### config.mk
export PLATFORM = sky130hd
export DESIGN_NAME = tl_mig_controller
export DESIGN_NICKNAME = d
export VERILOG_FILES = /design/src/rtl/tl_mig_controller.sv
export SDC_FILE = /design/constraint.sdc
export NUM_CORES = 1
export LEC_CHECK = 0
export BUFFER_PORTS_ARGS = -buffer_cell sky130_fd_sc_hd__buf_2
export CAP_MARGIN = 15
export CORE_AREA = 2 2 250 252
export CTS_BUF_LIST = sky130_fd_sc_hd__clkbuf_2 sky130_fd_sc_hd__clkbuf_4 sky130_fd_sc_hd__clkbuf_8
export DETAILED_ROUTE_END_ITERATION = 7
export DIE_AREA = 0 0 252 254
export GPL_ROUTABILITY_DRIVEN = 0
export PLACE_DENSITY = 0.76
export SLEW_MARGIN = 20
export SYNTH_ARGS = -nofsm -noshare
export SYNTH_HDL_FRONTEND = slang
export SYNTH_SLANG_ARGS = --single-unit
export TNS_END_PERCENT = 10
### constraint.sdc
create_clock -name interconnect_clock_i -period 7.45 [get_ports interconnect_clock_i]
set_input_delay 1.49 -clock interconnect_clock_i [delete_from_list [all_inputs] [get_ports interconnect_clock_i]]
set_output_delay 1.49 -clock interconnect_clock_i [all_outputs]
set_load 0.03 [all_outputs]
### src/rtl/tl_mig_controller.sv
// TileLink slave port to DDR MIG native (app_*) bridge; one transaction in flight.
// Reads are buffered so D back-pressure never stalls the unthrottled MIG read return.
module tl_mig_controller #(
    parameter int TL_AW     = 28,
    parameter int TL_SRC    = 5,
    parameter int MAX_BEATS = 4
) (
    input  logic              interconnect_clock_i,
    input  logic              interconnect_reset_i,
    input  logic [2:0]        slave_a_opcode,
    input  logic [2:0]        slave_a_param,
    input  logic [3:0]        slave_a_size,
    input  logic [TL_SRC-1:0] slave_a_source,
    input  logic [TL_AW-1:0]  slave_a_address,
    input  logic [15:0]       slave_a_mask,
    input  logic [127:0]      slave_a_data,
    input  logic              slave_a_corrupt,
    input  logic              slave_a_valid,
    output logic              slave_a_ready,
    output logic [2:0]        slave_d_opcode,
    output logic [1:0]        slave_d_param,
    output logic [3:0]        slave_d_size,
    output logic [TL_SRC-1:0] slave_d_source,
    output logic              slave_d_denied,
    output logic [127:0]      slave_d_data,
    output logic              slave_d_corrupt,
    output logic              slave_d_valid,
    input  logic              slave_d_ready,
    output logic [27:0]       app_addr,
    output logic [2:0]        app_cmd,
    output logic              app_en,
    output logic [127:0]      app_wdf_data,
    output logic              app_wdf_end,
    output logic [15:0]       app_wdf_mask,
    output logic              app_wdf_wren,
    input  logic [127:0]      app_rd_data,
    input  logic              app_rd_data_end,
    input  logic              app_rd_data_valid,
    input  logic              app_rdy,
    input  logic              app_wdf_rdy
);
    localparam int BW = TL_AW - 4;
    localparam int PW = $clog2(MAX_BEATS) + 1;
    localparam int IW = (MAX_BEATS > 1) ? $clog2(MAX_BEATS) : 1;
    localparam logic [3:0] MAX_SIZE = 4'(4 + $clog2(MAX_BEATS));
    localparam logic [2:0] OP_PUT_FULL = 3'd0, OP_PUT_PART = 3'd1, OP_ARITH = 3'd2,
                           OP_LOGIC = 3'd3, OP_GET = 3'd4;

    typedef enum logic [2:0] {S_IDLE, S_RD, S_WR, S_WRESP, S_DRAIN, S_ERESP} state_t;
    state_t state_q, state_d;

    logic              armed_q;
    logic [2:0]        op_q;
    logic [3:0]        size_q;
    logic [TL_SRC-1:0] src_q;
    logic [BW-1:0]     base_q;
    logic [11:0]       beat_q;
    logic              cmd_done_q, data_done_q;
    logic [PW-1:0]     wr_ptr_q, rd_ptr_q;
    logic [127:0]      rbuf [MAX_BEATS];

    logic          unused;
    logic [11:0]   nbeats, drain_n;
    logic          is_put, err_data, a_legal;
    logic [BW-1:0] beat_base;
    logic [27:0]   mig_addr;
    logic          a_hs, d_hs, cmd_hs, wdf_hs;

    assign unused    = ^{slave_a_param, slave_a_corrupt, app_rd_data_end};
    // Oversize requests can reach size 15, so the beat count needs 12 bits.
    assign nbeats    = (size_q <= 4'd4) ? 12'd1 : (12'd1 << (size_q - 4'd4));
    assign is_put    = (op_q == OP_PUT_FULL) || (op_q == OP_PUT_PART);
    assign err_data  = (op_q == OP_GET) || (op_q == OP_ARITH) || (op_q == OP_LOGIC);
    assign drain_n   = is_put ? nbeats : 12'd1;
    assign a_legal   = slave_a_size <= MAX_SIZE;
    assign beat_base = base_q + BW'(beat_q);
    // x16 DRAM: 16-byte beat = 8 column units.
    assign mig_addr  = 28'({beat_base, 3'b000});

    assign a_hs   = slave_a_valid & slave_a_ready;
    assign d_hs   = slave_d_valid & slave_d_ready;
    assign cmd_hs = app_en & app_rdy;
    assign wdf_hs = app_wdf_wren & app_wdf_rdy;

    always_comb begin
        state_d         = state_q;
        slave_a_ready   = 1'b0;
        slave_d_opcode  = 3'd0;
        slave_d_param   = 2'd0;
        slave_d_size    = 4'd0;
        slave_d_source  = '0;
        slave_d_denied  = 1'b0;
        slave_d_data    = '0;
        slave_d_corrupt = 1'b0;
        slave_d_valid   = 1'b0;
        app_addr        = '0;
        app_cmd         = 3'd0;
        app_en          = 1'b0;
        app_wdf_data    = '0;
        app_wdf_end     = 1'b0;
        app_wdf_mask    = '0;
        app_wdf_wren    = 1'b0;
        case (state_q)
            S_IDLE: if (armed_q && slave_a_valid) begin
                if (slave_a_opcode == OP_GET && a_legal) begin
                    slave_a_ready = 1'b1;
                    state_d       = S_RD;
                end else if ((slave_a_opcode == OP_PUT_FULL || slave_a_opcode == OP_PUT_PART)
                             && a_legal) begin
                    state_d = S_WR;
                end else begin
                    state_d = S_DRAIN;
                end
            end
            S_RD: begin
                app_cmd        = 3'b001;
                app_en         = beat_q < nbeats;
                app_addr       = mig_addr;
                slave_d_valid  = rd_ptr_q < wr_ptr_q;
                slave_d_opcode = 3'd1;
                slave_d_size   = size_q;
                slave_d_source = src_q;
                slave_d_data   = rbuf[rd_ptr_q[IW-1:0]];
                if (slave_d_valid && slave_d_ready && (12'(rd_ptr_q) + 12'd1 == nbeats))
                    state_d = S_IDLE;
            end
            S_WR: begin
                app_cmd       = 3'b000;
                app_addr      = mig_addr;
                app_en        = slave_a_valid & ~cmd_done_q;
                app_wdf_wren  = slave_a_valid & ~data_done_q;
                app_wdf_end   = app_wdf_wren;
                app_wdf_data  = slave_a_data;
                app_wdf_mask  = ~slave_a_mask;
                // Beat completes once both command and data have been taken, in any order.
                slave_a_ready = slave_a_valid & (cmd_done_q | (app_en & app_rdy))
                                & (data_done_q | (app_wdf_wren & app_wdf_rdy));
                if (slave_a_ready && beat_q == nbeats - 12'd1)
                    state_d = S_WRESP;
            end
            S_WRESP: begin
                slave_d_valid  = 1'b1;
                slave_d_size   = size_q;
                slave_d_source = src_q;
                if (slave_d_ready) state_d = S_IDLE;
            end
            S_DRAIN: begin
                slave_a_ready = 1'b1;
                if (slave_a_valid && beat_q == drain_n - 12'd1) state_d = S_ERESP;
            end
            S_ERESP: begin
                slave_d_valid   = 1'b1;
                slave_d_denied  = 1'b1;
                slave_d_opcode  = err_data ? 3'd1 : 3'd0;
                slave_d_corrupt = err_data;
                slave_d_size    = size_q;
                slave_d_source  = src_q;
                if (slave_d_ready) state_d = S_IDLE;
            end
            default: state_d = S_IDLE;
        endcase
    end

    always_ff @(posedge interconnect_clock_i or negedge interconnect_reset_i) begin
        if (!interconnect_reset_i) begin
            state_q     <= S_IDLE;
            armed_q     <= 1'b0;
            op_q        <= '0;
            size_q      <= '0;
            src_q       <= '0;
            base_q      <= '0;
            beat_q      <= '0;
            cmd_done_q  <= 1'b0;
            data_done_q <= 1'b0;
            wr_ptr_q    <= '0;
            rd_ptr_q    <= '0;
        end else begin
            state_q <= state_d;
            armed_q <= 1'b1;
            case (state_q)
                S_IDLE: if (armed_q && slave_a_valid) begin
                    op_q        <= slave_a_opcode;
                    size_q      <= slave_a_size;
                    src_q       <= slave_a_source;
                    base_q      <= slave_a_address[TL_AW-1:4];
                    beat_q      <= '0;
                    cmd_done_q  <= 1'b0;
                    data_done_q <= 1'b0;
                    wr_ptr_q    <= '0;
                    rd_ptr_q    <= '0;
                end
                S_RD: begin
                    if (cmd_hs) beat_q <= beat_q + 12'd1;
                    if (app_rd_data_valid) wr_ptr_q <= wr_ptr_q + PW'(1);
                    if (d_hs) rd_ptr_q <= rd_ptr_q + PW'(1);
                end
                S_WR: begin
                    if (a_hs) begin
                        cmd_done_q  <= 1'b0;
                        data_done_q <= 1'b0;
                        beat_q      <= beat_q + 12'd1;
                    end else begin
                        if (cmd_hs) cmd_done_q <= 1'b1;
                        if (wdf_hs) data_done_q <= 1'b1;
                    end
                end
                S_DRAIN: if (a_hs) beat_q <= beat_q + 12'd1;
                default: ;
            endcase
        end
    end

    always_ff @(posedge interconnect_clock_i) begin
        if (state_q == S_RD && app_rd_data_valid)
            rbuf[wr_ptr_q[IW-1:0]] <= app_rd_data;
    end
endmodule

Word level (Yosys, flattened, before mapping):

Memories as Yosys holds them, arrays and structs flattened.
Index checks and enable logic that the tools add are counted.

* register bits: 60
* bits in writable memories: 512
* input bits: 324
* output and inout port bits: 324
* word-level logic and storage cells: 139
* memories: 1

* $add $sub $neg: 8
* order comparisons: 4
* equal/unequal tests: 25
* shifts and indexed selects: 1
* mux-type cells: 45
* bitwise operators: 15
* reduce and logical (&&, ||, !) cells: 29

Memories
* rbuf: depth 4, width 128, read ports 1, clocked after Yosys merged registers in 0, write ports 1, RTL line 60 `logic [127:0] rbuf [MAX_BEATS];`

Operators with widths (count)
* 2-to-1 mux 128 bit: 2
* 2-to-1 mux 12 bit: 5
* one-hot mux 12 bit (3 select lines): 1
* 2-to-1 mux 3 bit: 10
* 2-to-1 mux 27 bit: 1
* adder 24 x 12 -> 24 bit: 1
* equality test 12 bit: 2
* subtractor 12 x 1 -> 12 bit, second input constant: 2
* 2-to-1 mux 16 bit: 1
* NOT 16 bit: 1
* one-hot mux 3 bit (5 select lines): 1
* 2-to-1 mux 1 bit: 14
* != test 2 bit, second input constant: 7
* adder 12 x 1 -> 12 bit, second input constant: 1
* equality test 3 x 2 -> 1 bit, second input constant: 4
* equality test 3 bit, second input constant: 4
* equality test 4 x 12 -> 1 bit: 1
* less-than comparator 12 bit: 1
* one-hot mux 3 bit (2 select lines): 2
* AND reduction 3 bit: 4
* left shift 1 x 4 -> 12 bit, first input constant: 1
* AND 1 bit: 10
* one-hot mux 1 bit (2 select lines): 5
* equality test 3 x 1 -> 1 bit, second input constant: 3
* 22 further kinds: 43

Longest topological paths before layout:

Gate-level depths: netlist of the first run.

* word-level depth: 10
* mapped depth: 18
* mapped depth without buffers: 14

Least setup slack after synthesis of the first run:

Ideal clock, no wire load.

* kind: register to output
* from: register size_q[2]
* to: output port app_en
* arrival time: 3660 ps
* required time: 5960 ps
* slack: 2300 ps
* stages on the path, launching flop included: 16
* cell sequence: dfrtp_1 buf_2 clkbuf_1 inv_1 ha_1 buf_2 nand2b_1 nor3_1 inv_1 ha_1 nor2b_1 o21a_1 o21ai_0 a211o_1 nand2_1 o32ai_1

* word-level cells in the longest chain between the ends: 5

Ends and longest elaborated chain
* from (decl): RTL line 54 `logic [3:0] size_q;`
* from (signal assigned): RTL line 183 `size_q <= slave_a_size;`
* subtractor 4 x 3 -> 4 bit: RTL line 71 `assign nbeats = (size_q <= 4'd4) ? 12'd1 : (12'd1 << (size_q - 4'd4));`
* left shift 1 x 4 -> 12 bit: RTL line 71
* 2-to-1 mux 12 bit *: RTL line 71
* less-than comparator 12 bit *: RTL line 117 `app_en = beat_q < nbeats;`
* one-hot mux 1 bit (2 select lines) *: RTL line 103 `case (state_q)`
* to (decl): RTL line 31 `output logic app_en,`

Mark *: on every way between the ends. The rest lies on a longest branch, timed or not.

Worst setup path in the final report of the first run:

Same ends and word-level chain as after synthesis.

==> results.md, run 1 <==
- Setup violators final: 0
- CTS sink cnt: 572
- Clk_lat worst skew: 0.67 ns
- Post-layout nets: approximately 2700
- Gr usage total: 0.242
- Post-synth ARST share: 0.105
- Flops & latches, synth: roughly 570
- Clock root buffer: clkbuf_8
- Class of the worst hold path: reg -> reg
- Max Clock Skew: 0.0303 ns
- Placement-stage cell area: 29500 um2
- Critical-path cell list: inv_1, ha_1, nand2b_1, nor3_1, inv_1, ha_1, nor2b_1, o21a_1, o21ai_0, a211o_1, nand2_1, o32ai_1, buf_2
- Yosys cell types: 74
- WP data required: around 6 ns
- Chip Width: 252 um
- Min Clock Period, post-route: 6.37 ns
- Pwr per Cell Area: 271 nW/um2
- Vias in the first global route: 17600
- Syn_area_per_cell: around 15 um2
- Initial Util: 0.418
- WL/cell: 24.9 um
- Synth Flop Type: edfxtp_1
- Sequential fraction of the synthesis area: 0.658
- Largest stage delay, worst path: 0.80 ns
- CP Max Fanout: 22
- I/O pins: 648
- Worst Setup Start Kind: flop
- Post-synth EDFFs: 512
- GRT Residual Overflow: 0
- Hold Buf Count CTS: 0
- Slack of the critical path: approximately 1.1 ns
- Number of H-tree levels: 3
- Yosys top cell area share: 0.600
- Worst-Margin Slew: 1.16 ns
- Fillcell total: between 5000 and 6000
- Worst slack, placed: between 1.5 and 2 ns
- Fmax: 157 MHz
- Routed vias/inst: 5.56
- Total CTS buffers: 92
- Post-synthesis cell area: 25600 um2
- Kind of end point of the critical path: output port
- Outcome: finished clean
- Hold Fails Final Rpt: 0
- Synth top area cells: edfxtp_1 60%, mux4_2 11%, dfrtp_1 5.9%
- Die height: ~250 um
- Critical path type: reg -> out
- Largest net degree at the start of global routing: approximately 130
- Final wirelength: about 80000 um
- Post_cts resized: 0
- Final Cycle Share: 0.855
- Final Cell Area: approximately 31000 um2
- Via count: 17700
- CP top delay family: compound AO/OA/AOI/OAI gates
- Initial antenna violation count: 40
- Drc violations: 0
- Clk buf depth: 3
- Global-route wire length before repair: 114000 um
- Core ar.: 61300 um2
- Syn Inst Count: 1696
- Overall power: 8.49 mW
- # Post-CTS Setup Buffers: 0
- Max-cap check violation count: 0
- Share of cells above drive strength 1: 0.395
- Initial DRC Count: 1943
- TritonCTS clock tree: built
- Crit path DAT: 4.88 ns
- Leakage Power: 12.8 nW
- Clock Pin Slew Worst Setup and Hold Paths: 0.06 ns
- DIE AREA: 64000 um2
- Slew margin rel.: 0.225
- RSZ-0062 raised after global routing: false
- HPWL Detailed: 54300 um
- Slowest CP cell: dfrtp_1
- Post-route ant nets: 0
- DRT Pass-1 Iters: 6
- Setup tns final: 0 ns
- Slew Limit Fails: 0
- FP Rows: 91
- Area growth from synthesis to layout: 22.2%
- Ys Warns: 0
- WP buf/inv: 3
- VDD IR-drop max: ~0.22 mV
- Synth area leader: edfxtp_1
- Port Buf Inserts: about 630
## final cells by class
type | instances | area (um2) | share of cell area
flip-flops and latches | 572 | 16900 | 0.539
multi-input cells | 982 | 8190 | 0.261
repair buffers | 647 | 3310 | 0.106
clock buffers | 120 | 1500 | 0.0479
well taps | 790 | 988 | 0.0316
clock inverters | 45 | 324 | 0.0103
inverters | 23 | 86.3 | 0.00276
diodes | 12 | 30.0 | 0.000959
## flip-flops by register name (all words and copies together) (netlist names), 4 cells and up
name    flops
base_q     24
beat_q     12
rbuf      512
size_q      4
src_q       5
## cells in the mapped netlist (all sizes together) (11+ instances only)
cell type	count
a21oi	30
and2	142
and3	145
buf	41
clkbuf	87
dfrtp	60
edfxtp	512
ha	38
inv	23
mux4	128
nand2	138
nand2b	18
nand3	23
nor2	65
nor2b	11
nor3	18
o211ai	13
o21ai	39
or3	11
xnor2	11
xor2	15
## layout by cell type, fill, tap and decap left out, drive strengths merged, types with 7 or more instances in the layout
cell and count:
clkinv 36, and3 145, nor3 18, or4 7
diode 12, or3 11, nand2 138, nand2b 18
xor2 15, xnor2 11, clkbuf 120, a21oi 30
o31ai 7, o2111ai 7, o21ai 39, inv 27
nor2b 11, and2 142, nor2 65, conb 11
nand3 23, ha 38, or2 10, buf 647
dfrtp 60, o211ai 13, o21a 10, mux4 128
edfxtp 512
## worst reg2reg max path, cell delays in order (launching register included)
cell,delay [ns]
dfrtp_1,0.80
inv_1,0.21
ha_1,0.75
nor2b_1,0.18
o21ai_0,0.44
nand2_1,0.17
inv_1,0.09
ha_1,0.23
xnor2_1,0.12
or3_1,0.33
a31o_1,0.21
a2111oi_2,0.39
o2111ai_1,0.27
and2_1,0.24
nor3_1,0.17
## where the power goes
group          leakage [nW]  internal, mW  switching (mW)
clock                 0.961          1.43            1.24
sequential             5.36          3.64           0.303
combinational          6.44         0.750            1.13
## per-layer routing
layer,vias to the layer above,global-route usage,wire length (um)
met5,-,0,277
met4,44,0.113,3720
met3,228,0.103,9310
met2,973,0.371,36800
met1,8750,0.297,29500
li1,7746,-,-
## metrics by stage
stage	hold WS, ns	util	cells
2_1_floorplan	0.437	-	1705
3_3_place_gp	0.458	0.481	3014
3_5_place_dp	0.456	0.481	3014
4_1_cts	0.477	0.511	3179
5_1_grt	0.495	0.511	3181
6_report	0.473	0.511	3191
## final timing paths
kind	start	end	slack, ns	cells after the start
worst max-delay path	size_q[2]$_DFFE_PN0P_	app_en	1.08	13
worst min-delay path	src_q[1]$_DFFE_PN0P_	src_q[1]$_DFFE_PN0P_	0.47	2
worst max register to register	size_q[2]$_DFFE_PN0P_	state_q[0]$_DFFE_PN0P_	2.75	14
worst min register to register	src_q[1]$_DFFE_PN0P_	src_q[1]$_DFFE_PN0P_	0.47	2
max in group asynchronous	interconnect_reset_i	rd_ptr_q[1]$_DFFE_PN0P_	5.74	2
min in group asynchronous	interconnect_reset_i	base_q[15]$_DFFE_PN0P_	0.98	2
## logic make-up (layout without fill, tap and decap cells)
group           count (synthesis)  after routing  share of synthesized area
compound gates                158            158                     0.0424
other cells                     2             23                   0.000293
simple gates                  611            611                      0.129
flops                         572            572                      0.658
xor+xnor                       27             27                    0.00976
mux                           136            136                      0.116
fa+ha+maj                      39             39                     0.0193
buf+inv                       151            835                     0.0250
Power figures use the tool's default switching activity.
==> run 2: changes to the inputs <==
CELL_PAD_IN_SITES_DETAIL_PLACEMENT = 1   (was default)
CELL_PAD_IN_SITES_GLOBAL_PLACEMENT = 2   (was default)
CORE_AREA = default   (was 2 2 250 252)
CORE_ASPECT_RATIO = 1.4   (was default)
CORE_MARGIN = 4   (was default)
CORE_UTILIZATION = 30   (was default)
DIE_AREA = default   (was 0 0 252 254)
PLACE_DENSITY = 0.79   (was 0.76)
==> run 2 against run 1 <==
Against the previous run: first-iteration DRC count down 38%; critical path depth unchanged; setup slack worse by 0.030 ns; combinational power up 2%; worst hold slack worse by 0.0093 ns; final cell count up 10%; sequential power about the same; global-route usage down 5.2 points; via count up 0.11%; clock power about the same; clock-buffer cell count up 3; maximum frequency down 0.46%; critical endpoint unchanged; largest power group unchanged; highest routed layer unchanged.
==> results.md, run 2 (same netlist as run 1, synthesis figures left out) <==
- FP Rows: 126 (+38%)
- Number of flip-flops in the largest register: 512 (unchanged)
- Chip Width: 255 um (+1.2%)
- CP startpoint: size_q[2]$_DFFE_PN0P_
- R2R setup slack: 2.62 ns (-0.13 ns)
- Setup violators final: 0 (unchanged)
- Core ar.: 84500 um2 (+38%)
- Fillcell total: 9002 (+79%)
- Crit path DAT: 4.91 ns (+0.03 ns)
- WP data required: 5.96 ns (about the same)
- Vias in the first global route: 18800 (+7.1%)
- Outcome: finished clean
- Class of the worst hold path: reg -> reg
- GRT Residual Overflow: 0 (unchanged)
- Share of cells above drive strength 1: 0.397 (+0.00226)
- Initial DRC Count: 1200 (-38%)
- Setup tns final: 0 ns (unchanged)
- Critical path type: reg -> out
- TritonCTS clock tree: built
- Post-layout nets: 2685 (+0.15%)
- Final Cell Area: 31800 um2 (+1.5%)
- Largest stage delay, worst path: 0.78 ns (-0.02 ns)
- Clk buf depth: 3 (unchanged)
- Total CTS buffers: 91 (-1.1%)
- Leakage Power: 12.8 nW (about the same)
- Crit path capture: app_en
- Number of H-tree levels: 3 (unchanged)
- Slew Limit Fails: 0 (unchanged)
- Worst-Margin Slew: 1.05 ns (-0.111 ns)
- DIE AREA: 90300 um2 (+41%)
- Post-route ant nets: 0 (unchanged)
- Hold Buf Count CTS: 0 (unchanged)
- RSZ-0062 raised after global routing: false
- DRT Pass-1 Iters: 5 (-1)
- Slew margin rel.: 0.299 (+0.0743)
- # Post-CTS Setup Buffers: 0 (unchanged)
- Multi-input combinational cell area: 8190 um2 (unchanged)
- CTS sink cnt: 572 (unchanged)
- Final Cycle Share: 0.859 (+0.00397)
- Most common cell after layout, fill and taps aside: buf_2
- WL/cell: 25.2 um (+1.2%)
- Fmax: 156 MHz (-0.46%)
- I/O pins: 648 (unchanged)
- Max-cap check violation count: 0 (unchanged)
- Global-route wire length before repair: 128000 um (+12%)
- Max Clock Skew: 0.0377 ns (+0.00749 ns)
- Clk_lat worst skew: 0.70 ns (+0.03 ns)
- Most frequent cells in the layout: 628 x buf_2, 512 x edfxtp_1, 142 x and2_1
- Area growth from synthesis to layout: 24.0%
- Via count: 17800 (+0.11%)
- Pwr per Cell Area: 269 nW/um2 (-0.62%)
- HPWL Detailed: 63800 um (+18%)
- Initial antenna violation count: 83 (+110%)
- R2R depth: 13 (-1)
- Post_cts resized: 0 (unchanged)
- Min Clock Period, post-route: 6.40 ns (+0.0296 ns)
- Worst slack, placed: 1.76 ns (-0.0409 ns)
- Storage cell area: 16900 um2 (unchanged)
- RR Startpoint: size_q[2]$_DFFE_PN0P_
- Clock Pin Slew Worst Setup and Hold Paths: 0.06 ns (about the same)
- Slack of the critical path: 1.05 ns (-0.0296 ns)
- Hold Fails Final Rpt: 0 (unchanged)
- Kind of end point of the critical path: output port
- Largest net degree at the start of global routing: 131 (+1.6%)
- FF-to-FF End: state_q[0]$_DFFE_PN0P_
- CP Max Fanout: 22 (unchanged)
- Placement-stage cell area: 29900 um2 (+1.4%)
- Worst Setup Start Kind: flop
- Critical-path cell list: inv_1, ha_1, nand2b_1, nor3_1, inv_1, ha_1, nor2b_1, o21a_1, o21ai_0, a211o_1, nand2_1, o32ai_1, buf_2
- Overall power: 8.57 mW (+0.88%)
- Hold Slack: 0.463 ns (-0.00927 ns)
- Slowest CP cell: dfrtp_1
- Port Buf Inserts: 628 (unchanged)
- Clock root buffer: clkbuf_8
- Gr usage total: 0.190 (-0.0518)
- VDD IR-drop max: 0.198 mV (-10%)
- Initial Util: 0.303 (-0.115)
- Die height: 354 um (+39%)
- Routed vias/inst: 5.04 (-9.4%)
- Final wirelength: 89000 um (+12%)
- Drc violations: 0 (unchanged)
-- run 2: cell count changes in the layout (fill, tap and decap cells not counted) --
cell | before | now
inv_6 | 1 | 2
clkbuf_8 | 96 | 91
inv_12 | 1 | 3
clkbuf_4 | 24 | 32
diode_2 | 12 | 50
buf_4 | 17 | 22
clkinv_1 | 23 | 17
clkinv_2 | 12 | 7
clkinv_8 | 1 | 0
-- run 2: cell type report --
cell class                 instances  share of cell area
sequential                       572               0.531
multi-input combinational        982               0.258
timing repair buffer             652               0.105
clock buffer                     123              0.0470
tap                             1088              0.0428
clock inverter                    36             0.00948
antenna                           50             0.00394
inverter                          23             0.00272
-- run 2: worst min path at each step --
stage                         start  cells after the start                    to
5_1_grt        src_q[4]$_DFFE_PN0P_                      2  src_q[4]$_DFFE_PN0P_
4_1_cts        src_q[4]$_DFFE_PN0P_                      2  src_q[4]$_DFFE_PN0P_
6_report       src_q[4]$_DFFE_PN0P_                      2  src_q[4]$_DFFE_PN0P_
2_1_floorplan  src_q[0]$_DFFE_PN0P_                      2  src_q[0]$_DFFE_PN0P_
3_3_place_gp   src_q[3]$_DFFE_PN0P_                      2  src_q[3]$_DFFE_PN0P_
3_5_place_dp   src_q[4]$_DFFE_PN0P_                      2  src_q[4]$_DFFE_PN0P_
-- run 2: worst max-delay path: cells and delay by family (launching register included) --
family,cells,cell delay [ns]
and+or+nand+nor,4,0.97
AOI/OAI and AO/OA,4,0.94
adders and majority gates,2,0.90
DFF,1,0.78
buffers and inverters,3,0.65
-- run 2: stage by stage --
| stage | util | instances |
|---|---|---|
| 2_1_floorplan | - | 1705 |
| 3_3_place_gp | 0.354 | 3317 |
| 3_5_place_dp | 0.354 | 3317 |
| 4_1_cts | 0.375 | 3476 |
| 5_1_grt | 0.376 | 3507 |
| 6_report | 0.376 | 3526 |
-- run 2: report_power, final --
part           internal [mW]  total, mW  leakage [nW]  switching (mW)
clock network           1.42       2.69         0.945            1.26
logic                  0.761       1.92          6.46            1.16
registers               3.64       3.96          5.36           0.321
-- run 2: routing by layer --
metal  vias to the layer above  track usage  part of all wire
met2                       778        0.298              0.47
met5                         -       0.0165            0.0022
met3                       149        0.107              0.13
met4                        30       0.0450             0.020
li1                       7817            -                 -
met1                      8986        0.228              0.38
==> run 3: changes to the inputs <==
CORE_UTILIZATION = 41   (was 30)
PLACE_DENSITY = 0.95   (was 0.79)
==> run 3 against run 2 <==
Against the previous run: wire length rose by 13%; sequential power barely moved; critical path type unchanged; highest routed layer unchanged; core utilization rose by 13 points; clock power fell by 2%; via count rose by 4.1%; power fell by 0.19%; flip-flop and latch count did not move.
==> results.md, run 3 (same netlist as run 1, synthesis figures left out) <==
- Outcome: finished clean
- Cells on Worst Hold Path: 2 (unchanged)
- # Post-CTS Setup Buffers: 0 (unchanged)
- Hold Buf Count CTS: 0 (unchanged)
- Class of the worst hold path: reg -> reg
- CP Max Fanout: 22 (unchanged)
- Clk buf depth: 3 (unchanged)
- Fmax: 152 MHz (-2.7%)
- Die height: 304 um (-14%)
- Initial antenna violation count: 52 (-37%)
- Most common cell after layout, fill and taps aside: buf_2
- CP Depth: 13 (unchanged)
- Fin cells: 3229 (-8.4%)
- I/O pins: 648 (unchanged)
- Port Buf Inserts: 628 (unchanged)
- Clk_lat worst skew: 0.70 ns (about the same)
- Number of flip-flops in the largest register: 512 (unchanged)
- Final wirelength: 100000 um (+13%)
- Slew Limit Fails: 0 (unchanged)
- Hold Fails Final Rpt: 0 (unchanged)
- Number of H-tree levels: 3 (unchanged)
- Min Clock Period, post-route: 6.58 ns (+0.177 ns)
- Vias in the first global route: 19700 (+4.8%)
- Max-cap check violation count: 0 (unchanged)
- Gr usage total: 0.287 (+0.0970)
- DRT Pass-1 Iters: 5 (unchanged)
- Initial DRC Count: 1642 (+37%)
- Placement-stage cell area: 29500 um2 (-1.2%)
- Worst Setup Start Kind: flop
- Slew margin rel.: 0.295 (-0.00414)
- Post-route ant nets: 0 (unchanged)
- Leakage Power: 12.7 nW (-0.60%)
- Routed vias/inst: 5.73 (+14%)
- DIE AREA: 66600 um2 (-26%)
- GRT Residual Overflow: 0 (unchanged)
- Final Cycle Share: 0.883 (+0.0237)
- VDD IR-drop max: 0.217 mV (+9.3%)
- Placed cell count: 3053 (-8.0%)
- HPWL Detailed: 67300 um (+5.5%)
- Largest net degree at the start of global routing: 134 (+2.3%)
- Drc violations: 0 (unchanged)
- Post-layout nets: 2681 (-0.15%)
- RSZ-0062 raised after global routing: false
- FP Rows: 108 (-14%)
- WP buf/inv: 3 (unchanged)
- Core ar.: 62000 um2 (-27%)
- Area growth from synthesis to layout: 22.0%
- WP data required: 5.96 ns (about the same)
- Slowest CP cell: dfrtp_1
- Critical-path cell list: inv_1, ha_1, nand2b_1, nor3_1, inv_1, ha_1, nor2b_1, o21a_1, o21ai_0, a211o_1, nand2_1, o32ai_1, buf_2
- Clock Pin Slew Worst Setup and Hold Paths: 0.06 ns (about the same)
- Share of cells above drive strength 1: 0.394 (-0.00363)
- CP top delay family: simple AND/OR/NAND/NOR gates
- Crit path DAT: 5.09 ns (+0.18 ns)
- TritonCTS clock tree: built
- Post_cts resized: 0 (unchanged)
- Total CTS buffers: 87 (-4.4%)
- Worst-Margin Slew: 1.06 ns (+0.00621 ns)
- Setup tns final: 0 ns (unchanged)
- Clock root buffer: clkbuf_8
- CTS sink cnt: 572 (unchanged)
- Global-route wire length before repair: 140000 um (+9.1%)
- Kind of end point of the critical path: output port
- Pwr per Cell Area: 273 nW/um2 (+1.5%)
- Final Core Density: 0.504 (+0.128)
- Largest stage delay, worst path: 0.87 ns (+0.09 ns)
- WL/cell: 31.0 um (+23%)
- Overall power: 8.55 mW (-0.19%)
- Setup violators final: 0 (unchanged)
- Final Cell Area: 31300 um2 (-1.6%)
- Via count: 18500 (+4.1%)
- Most frequent cells in the layout: 628 x buf_2, 512 x edfxtp_1, 142 x and2_1
- Max Clock Skew: 0.0234 ns (-0.0143 ns)
- Initial Util: 0.413 (+0.110)
- Critical path type: reg -> out
- Chip Width: 219 um (-14%)
- R2R depth: 13 (unchanged)
[run 3: final timing paths]
| check | start | to | slack [ns] |
|---|---|---|---|
| max in group asynchronous | interconnect_reset_i | rd_ptr_q[0]$_DFFE_PN0P_ | 5.80 |
| worst min-delay path | src_q[4]$_DFFE_PN0P_ | src_q[4]$_DFFE_PN0P_ | 0.46 |
| worst max register to register | size_q[2]$_DFFE_PN0P_ | state_q[0]$_DFFE_PN0P_ | 2.35 |
| worst max-delay path | size_q[2]$_DFFE_PN0P_ | app_en | 0.87 |
| min in group asynchronous | interconnect_reset_i | size_q[1]$_DFFE_PN0P_ | 0.99 |
| worst min register to register | src_q[4]$_DFFE_PN0P_ | src_q[4]$_DFFE_PN0P_ | 0.46 |
[run 3: layer usage]
metal	share of wire	GRT usage
met3	0.11	0.111
met2	0.49	0.480
met4	0.048	0.113
met1	0.35	0.333
met5	0.0024	0
[run 3: area by class of cell]
class	count	area, um2
diodes	27	67.6
clock buffers	112	1400
clock inverters	36	250
fillers	6320	30800
inverters	23	86.3
multi-input cells	982	8190
flip-flops and latches	572	16900
well taps	825	1030
repair buffers	652	3360
[run 3: per-stage QoR]
step / hold slack [ns] / worst slack, ns
detailed placement: 0.459 / 1.66
global placement: 0.450 / 1.85
floorplan: 0.437 / 2.30
finish: 0.464 / 0.875
CTS: 0.474 / 0.898
global route: 0.500 / 0.546
[run 3: power by group]
part	internal, mW	switching [mW]
Clock	1.30	1.33
Sequential	3.64	0.321
Combinational	0.758	1.20
Total	5.70	2.85
[run 3: tightest hold or removal path, stage by stage (launching register included)]
cell and delay [ns]:
dfrtp_1 0.33, nand2_1 0.05, nand2_1 0.05
